$ cat config.mk
export PLATFORM = sky130hd
export DESIGN_NAME = pulse_delay_array
export DESIGN_NICKNAME = d
export VERILOG_FILES = /design/src/rtl/pulse_delay_array_pkg.sv /design/src/rtl/pulse_ring_buffer.sv /design/src/rtl/pulse_delay_array.sv
export SDC_FILE = /design/constraint.sdc
export NUM_CORES = 2
export LEC_CHECK = 0
export BUFFER_PORTS_ARGS = -buffer_cell sky130_fd_sc_hd__clkbuf_2
export CORE_MARGIN = 2
export CORE_UTILIZATION = 60
export DETAILED_ROUTE_END_ITERATION = 12
export PLACE_DENSITY = 0.76
export SYNTH_ARGS = -nofsm -noshare
export SYNTH_HDL_FRONTEND = slang
export SYNTH_SLANG_ARGS = --single-unit
export TNS_END_PERCENT = 50
$ cat constraint.sdc
create_clock -name clk -period 13 [get_ports clk]
set_clock_uncertainty 0.15 [all_clocks]
set_input_delay 2.6 -clock clk [delete_from_list [all_inputs] [get_ports clk]]
set_output_delay 2.6 -clock clk [all_outputs]
set_load 0.005 [all_outputs]
$ cat src/rtl/pulse_delay_array_pkg.sv
// Shared types and helpers for the multi-channel pulse delay array.
// Holds the FSM state encoding and the delay clamp used on cfg loads.
package sampler_pkg;

  localparam int unsigned MIN_DELAY = 1;

  typedef enum logic [1:0] {
    IDLE = 2'd0,
    FILL = 2'd1,
    RUN  = 2'd2
  } state_t;

  // Delays below the minimum collapse to the minimum.
  function automatic int unsigned clamp_delay(
    input int unsigned d
  );
    return (d < MIN_DELAY) ? MIN_DELAY : d;
  endfunction

endpackage

$ cat src/rtl/pulse_ring_buffer.sv
// Circular pulse store: one write and one registered read per cycle.
// No reset on the array or read register so it maps onto block/LUT RAM.
module pulse_ring_buffer #(
  parameter  int WIDTH = 16,
  parameter  int DEPTH = 256,
  localparam int AW    = $clog2(DEPTH)
) (
  input  logic             clk,
  input  logic             we,
  input  logic [AW-1:0]    wr_ptr,
  input  logic [AW-1:0]    rd_ptr,
  input  logic [WIDTH-1:0] din,
  output logic [WIDTH-1:0] dout
);

  logic [WIDTH-1:0] r_mem [DEPTH];

  // Synchronous write and registered read of the ring.
  always_ff @(posedge clk) begin
    if (we) begin
      r_mem[wr_ptr] <= din;
    end
    dout <= r_mem[rd_ptr];
  end

endmodule

$ cat src/rtl/pulse_delay_array.sv
// Multi-channel programmable pulse delay line with fill/run FSM.
// Optional macro PULSE_STRETCH_EN widens each output pulse to STRETCH cycles.
module pulse_delay_array
  import sampler_pkg::*;
#(
  parameter int CHANNELS    = 16,
  parameter int MAX_DELAY   = 256,
  parameter int DELAY_WIDTH = $clog2(MAX_DELAY),
  parameter int STRETCH     = 4
) (
  input  logic                   clk,
  input  logic                   rst,
  input  logic [CHANNELS-1:0]    pulse_in,
  input  logic                   enable,
  input  logic                   cfg_load,
  input  logic [DELAY_WIDTH-1:0] delay_cfg,
  output logic [CHANNELS-1:0]    pulse_out,
  output logic                   filling,
  output logic                   running,
  output logic                   cfg_err
);

  if (STRETCH < 1 || MAX_DELAY < 4 ||
      (MAX_DELAY & (MAX_DELAY - 1)) != 0) begin : g_param_err
    $error("pulse_delay_array: bad STRETCH or MAX_DELAY");
  end

  localparam logic [DELAY_WIDTH-1:0] ONE = DELAY_WIDTH'(1);
  localparam logic [DELAY_WIDTH-1:0] HALF =
    DELAY_WIDTH'(MAX_DELAY / 2);

  state_t r_state;
  state_t w_state_nxt;

  logic [CHANNELS-1:0]    r_prev;
  logic [CHANNELS-1:0]    r_det;
  logic [CHANNELS-1:0]    w_rd_data;
  logic [DELAY_WIDTH-1:0] r_wr_ptr;
  logic [DELAY_WIDTH-1:0] w_rd_ptr;
  logic [DELAY_WIDTH-1:0] r_delay;
  logic [DELAY_WIDTH-1:0] r_fill_cnt;
  logic                   r_out_en;
  logic                   r_cfg_err;
  logic                   w_we;

  assign w_we     = (r_state == FILL) || (r_state == RUN);
  assign w_rd_ptr = r_wr_ptr - r_delay;

  // Rising-edge detect; history starts high so reset creates no edge.
  always_ff @(posedge clk or posedge rst) begin
    if (rst) begin
      r_prev <= '1;
      r_det  <= '0;
    end else begin
      r_prev <= pulse_in;
      r_det  <= pulse_in & ~r_prev;
    end
  end

  // Write pointer walks the ring whenever the line is active.
  always_ff @(posedge clk or posedge rst) begin
    if (rst) begin
      r_wr_ptr <= '0;
    end else if (w_we) begin
      r_wr_ptr <= r_wr_ptr + ONE;
    end
  end

  pulse_ring_buffer #(
    .WIDTH (CHANNELS),
    .DEPTH (MAX_DELAY)
  ) u_ring (
    .clk    (clk),
    .we     (w_we),
    .wr_ptr (r_wr_ptr),
    .rd_ptr (w_rd_ptr),
    .din    (r_det),
    .dout   (w_rd_data)
  );

  // State register.
  always_ff @(posedge clk or posedge rst) begin
    if (rst) begin
      r_state <= IDLE;
    end else begin
      r_state <= w_state_nxt;
    end
  end

  // Next-state logic: FILL spans exactly r_delay cycles.
  always_comb begin
    w_state_nxt = r_state;
    unique case (r_state)
      IDLE: begin
        if (enable) begin
          w_state_nxt = FILL;
        end
      end
      FILL: begin
        if (!enable) begin
          w_state_nxt = IDLE;
        end else if (r_fill_cnt == r_delay - ONE) begin
          w_state_nxt = RUN;
        end
      end
      RUN: begin
        if (!enable) begin
          w_state_nxt = IDLE;
        end
      end
      default: begin
        w_state_nxt = IDLE;
      end
    endcase
  end

  // Fill counter runs only in FILL and restarts from zero on entry.
  always_ff @(posedge clk or posedge rst) begin
    if (rst) begin
      r_fill_cnt <= '0;
    end else if (r_state == FILL) begin
      r_fill_cnt <= r_fill_cnt + ONE;
    end else begin
      r_fill_cnt <= '0;
    end
  end

  // Delay loads only while idle; busy loads raise a one-cycle error.
  always_ff @(posedge clk or posedge rst) begin
    if (rst) begin
      r_delay   <= HALF;
      r_cfg_err <= 1'b0;
    end else begin
      r_cfg_err <= cfg_load && (r_state != IDLE);
      if (cfg_load && (r_state == IDLE)) begin
        r_delay <= DELAY_WIDTH'(clamp_delay(32'(delay_cfg)));
      end
    end
  end

  // The read register lags the pointers by one cycle, so the first
  // RUN cycle still shows the slot behind the fill start; gate it off.
  always_ff @(posedge clk or posedge rst) begin
    if (rst) begin
      r_out_en <= 1'b0;
    end else begin
      r_out_en <= (r_state == RUN) && (w_state_nxt == RUN);
    end
  end

`ifdef PULSE_STRETCH_EN
  localparam int CNT_W = $clog2(STRETCH + 1);
  localparam logic [CNT_W-1:0] RELOAD = CNT_W'(STRETCH - 1);

  logic [CNT_W-1:0]    r_cnt [CHANNELS];
  logic [CHANNELS-1:0] w_hit;
  logic [CHANNELS-1:0] w_hold;

  assign w_hit = w_rd_data & {CHANNELS{r_out_en}};

  // Per-channel hold counters; a fresh hit retriggers the stretch.
  always_ff @(posedge clk or posedge rst) begin
    if (rst) begin
      for (int i = 0; i < CHANNELS; i++) begin
        r_cnt[i] <= '0;
      end
    end else begin
      for (int i = 0; i < CHANNELS; i++) begin
        if (r_state == IDLE) begin
          r_cnt[i] <= '0;
        end else if (w_hit[i]) begin
          r_cnt[i] <= RELOAD;
        end else if (r_cnt[i] != '0) begin
          r_cnt[i] <= r_cnt[i] - CNT_W'(1);
        end
      end
    end
  end

  // Channel stays high while its counter has cycles left.
  always_comb begin
    w_hold = '0;
    for (int i = 0; i < CHANNELS; i++) begin
      w_hold[i] = (r_cnt[i] != '0);
    end
  end

  assign pulse_out = (w_hit | w_hold) & {CHANNELS{r_out_en}};
`else
  assign pulse_out = w_rd_data & {CHANNELS{r_out_en}};
`endif

  assign filling = (r_state == FILL);
  assign running = (r_state == RUN);
  assign cfg_err = r_cfg_err;

endmodule
==> out/metrics.csv <==
stage;metric;value;unit
die;die_width;521;um
yosys;yosys-top-cells-count;edfxtp_1, mux4_2, nand2_1;
yosys;ys.flop_type;edfxtp_1;
die;start_util;0.604;
outcome;violations;max-capacitance violations, max-slew violations;
die;die_h;521;um
die;core;266000;um^2
detailed_routing;ant_nets;0;
sta;period_share;0.506;
sta;finalCriticalPeriod;6.57;ns
yosys;async_reset_ff_frac;0.0144;
cts;cts_setup_buffers;0;
final_layout;num-fill-cells;15600;
worst_setup_path;critPathLaunchType;register;
yosys;synthTopCellsByArea;edfxtp_1, mux4_2, nand2_1;
worst_setup_path;crit_type;reg -> reg;
yosys;synth.distinct_cells;67;
detailed_routing;first_iter_violations;14300;
die;rows;189;
global_route;grt_max_degree;221;
run;cap_violations;1;
worst_setup_path;arrival;7.25;ns
global_route;grt_pass1_wl;595;mm
global_route;grt_overflow_total;0;
detailed_routing;first_pass_iters;8;
worst_setup_path;crit_end;u_ring.dout[13];
sta;fmax;152;MHz
final_layout;area_delta_synth_final;11.8;%
global_route;track_usage;0.310;
detailed_routing;routed-via-count;80700;
placed_design;io_buffers;46;
final_layout;layout.nets;7637;
placed_design;dp_hpwl;231;mm
worst_setup_path;crit_slowest_cell;fa_4;
yosys;syn_avg_cell_area;22.3;um^2
sta;finalSetupViolCount;0;
hold_path;hp-class;reg -> reg;
worst_setup_path;r2r_slack;6.43;ns
global_route;grt_antenna_before_repair;40;
yosys;syn_nets;7233;
cts;h-tree-depth;5;
worst_setup_path;reg2reg_depth;12;
die;die_area;271000;um^2
outcome;status;complete, but fails checks;
final_layout;final-seq-area;125000;um^2
worst_setup_path;crit_start;r_wr_ptr[0];
global_route;grt_pass1_vias;80400;
cts;ctsResizeCount;0;
detailed_routing;drc;0;
detailed_routing;viasPerCell;7.04;
sta;slew_headroom;-0.0751;
cts;cts_sinks;4172;
yosys;netlist_area;160000;um^2
yosys;seq_area_frac_synth;0.779;
sta;tightest_slew;1.60;ns
worst_setup_path;rr_startpoint;r_wr_ptr[0];
die;num_io_pins;47;
sta;hold_viol;0;
placed_design;gp_congestion;0.852;
final_layout;drive_gt1_frac;0.281;
yosys;synth_top_area_frac;0.767;
hold_path;hp-start;r_prev[9];
yosys;synth_edf_count;4096;
cts;numCtsBuffers;404;
cts;clkLatencyLatePin;0.97;ns
worst_setup_path;cp_data_required_time;13.68;ns
cts;cts_tree;done;
sta;rsz0062_at_grt;no;
cts;clkTransAtPathRegs;0.06;ns
sta;tns;0;ns
cts;cts_root_buf;clkbuf_16;
yosys;yosys.area.top_type;edfxtp_1;
cts;cts_buffer_depth;4;
yosys;ys_warn_count;0;
yosys;synthCells;7187;
cts;ctsHoldBuffers;0;
worst_setup_path;worstPathCellList;inv_1 > ha_4 > inv_1 > fa_4 > buf_4 > buf_12 > mux4_2 > mux2i_1 > mux2i_1 > a22oi_1 > nand4_1 > or3_1;
yosys;ys_seq_elements;4172;
worst_setup_path;reg2reg_to;u_ring.dout[13];
sta;finalMaxSlewViolations;2;
worst_setup_path;end_kind;register;
final_layout;multiInputGateArea;34000;um^2
yosys;synth.most_common_cell;edfxtp_1;
detailed_routing;wirelength;419;mm
worst_setup_path;critPathMaxStageDelay;1.27;ns
worst_setup_path;crit_fanout;121;
detailed_routing;wl_per_cell;36.5;um
per-layer routing:
layer / part of all wire / track usage / wire length, um / vias to the layer above
met5: 0.00070 / 0 / 291 / -
met4: 0.048 / 0.128 / 20200 / 38
met3: 0.14 / 0.0840 / 56500 / 1030
met2: 0.47 / 0.470 / 196000 / 6421
met1: 0.35 / 0.436 / 145000 / 42300
li1: - / - / - / 30900
flip-flops by register name, indices dropped and copies added (netlist names):
register	cells
r_out_en	1
r_delay	8
r_fill_cnt	8
cfg_err	1
u_ring.dout	16
r_prev	16
r_wr_ptr	8
r_state	2
r_det	16
u_ring.r_mem	4096
cell families (layout without fill, tap and decap cells):
| kind of cell | after synthesis | in the layout | share of synthesized area |
|---|---|---|---|
| muxes | 1252 | 1252 | 0.168 |
| AOI/OAI and AO/OA | 152 | 152 | 0.00720 |
| other | 0 | 7 | 0 |
| adders and majority gates | 18 | 18 | 0.00145 |
| xor gates and xnor gates | 32 | 32 | 0.00179 |
| buffers and inverters | 412 | 1154 | 0.0118 |
| DFF | 4172 | 4172 | 0.779 |
| and+or+nand+nor | 1149 | 1149 | 0.0314 |
area by class of cell:
cell class	count	share of cell area
clock buffers	506	0.0591
flip-flops and latches	4172	0.697
multi-input cells	2603	0.190
clock inverters	238	0.0126
repair buffers	395	0.0170
inverters	15	0.000314
well taps	3533	0.0247
diodes	7	0.0000977
worst min-delay path by stage:
stage / end / slack (ns) / cells after the start
2_1_floorplan: r_fill_cnt[0] / 0.31 / 1
3_3_place_gp: r_det[0] / 0.32 / 1
3_5_place_dp: r_det[10] / 0.32 / 1
4_1_cts: r_det[9] / 0.32 / 1
5_1_grt: r_det[9] / 0.34 / 1
6_report: r_det[9] / 0.32 / 1
critical path, delay by kind of cell (launching register included):
family	cells	cell delay [ns]
flops	1	0.43
buf+inv	4	1.59
fa+ha+maj	2	1.44
simple gates	2	1.06
compound gates	1	0.63
mux	3	0.84
layout by cell type (no fill, tap or decap), types with 17 or more instances in the layout:
cell type / netlist / final
mux4_2: 1148 / 1148
edfxtp_1: 4096 / 4096
clkbuf_16: 0 / 408
and3_1: 24 / 24
xnor2_1: 20 / 19
nor2_1: 278 / 223
buf_4: 32 / 332
clkinv_2: 0 / 70
clkinv_1: 0 / 95
nor2b_1: 26 / 26
a32oi_1: 56 / 56
nand4_1: 57 / 57
clkbuf_2: 0 / 46
dfstp_2: 17 / 17
and2_1: 27 / 27
clkbuf_1: 191 / 96
o22ai_1: 19 / 19
dfrtp_1: 43 / 27
nand3_1: 185 / 169
nand2_1: 494 / 494
nor2_2: 3 / 53
mux2i_1: 94 / 94
bufinv_16: 0 / 30
metrics by stage:
| stage | area (um^2) | hold WS [ns] | std cells | util | setup slack, ns |
|---|---|---|---|---|---|
| floorplan | 160000 | 0.311 | 7187 | - | 8.79 |
| global placement | 166000 | 0.318 | 10700 | 0.627 | 6.62 |
| detailed placement | 166000 | 0.324 | 10700 | 0.627 | 6.62 |
| CTS | 179000 | 0.323 | 11500 | 0.675 | 6.60 |
| global route | 179000 | 0.342 | 11500 | 0.675 | 6.25 |
| finish | 179000 | 0.316 | 11500 | 0.675 | 6.43 |
Power is not shown: default switching activity piles up to over one toggle a cycle in this logic, so the estimate is an artifact.
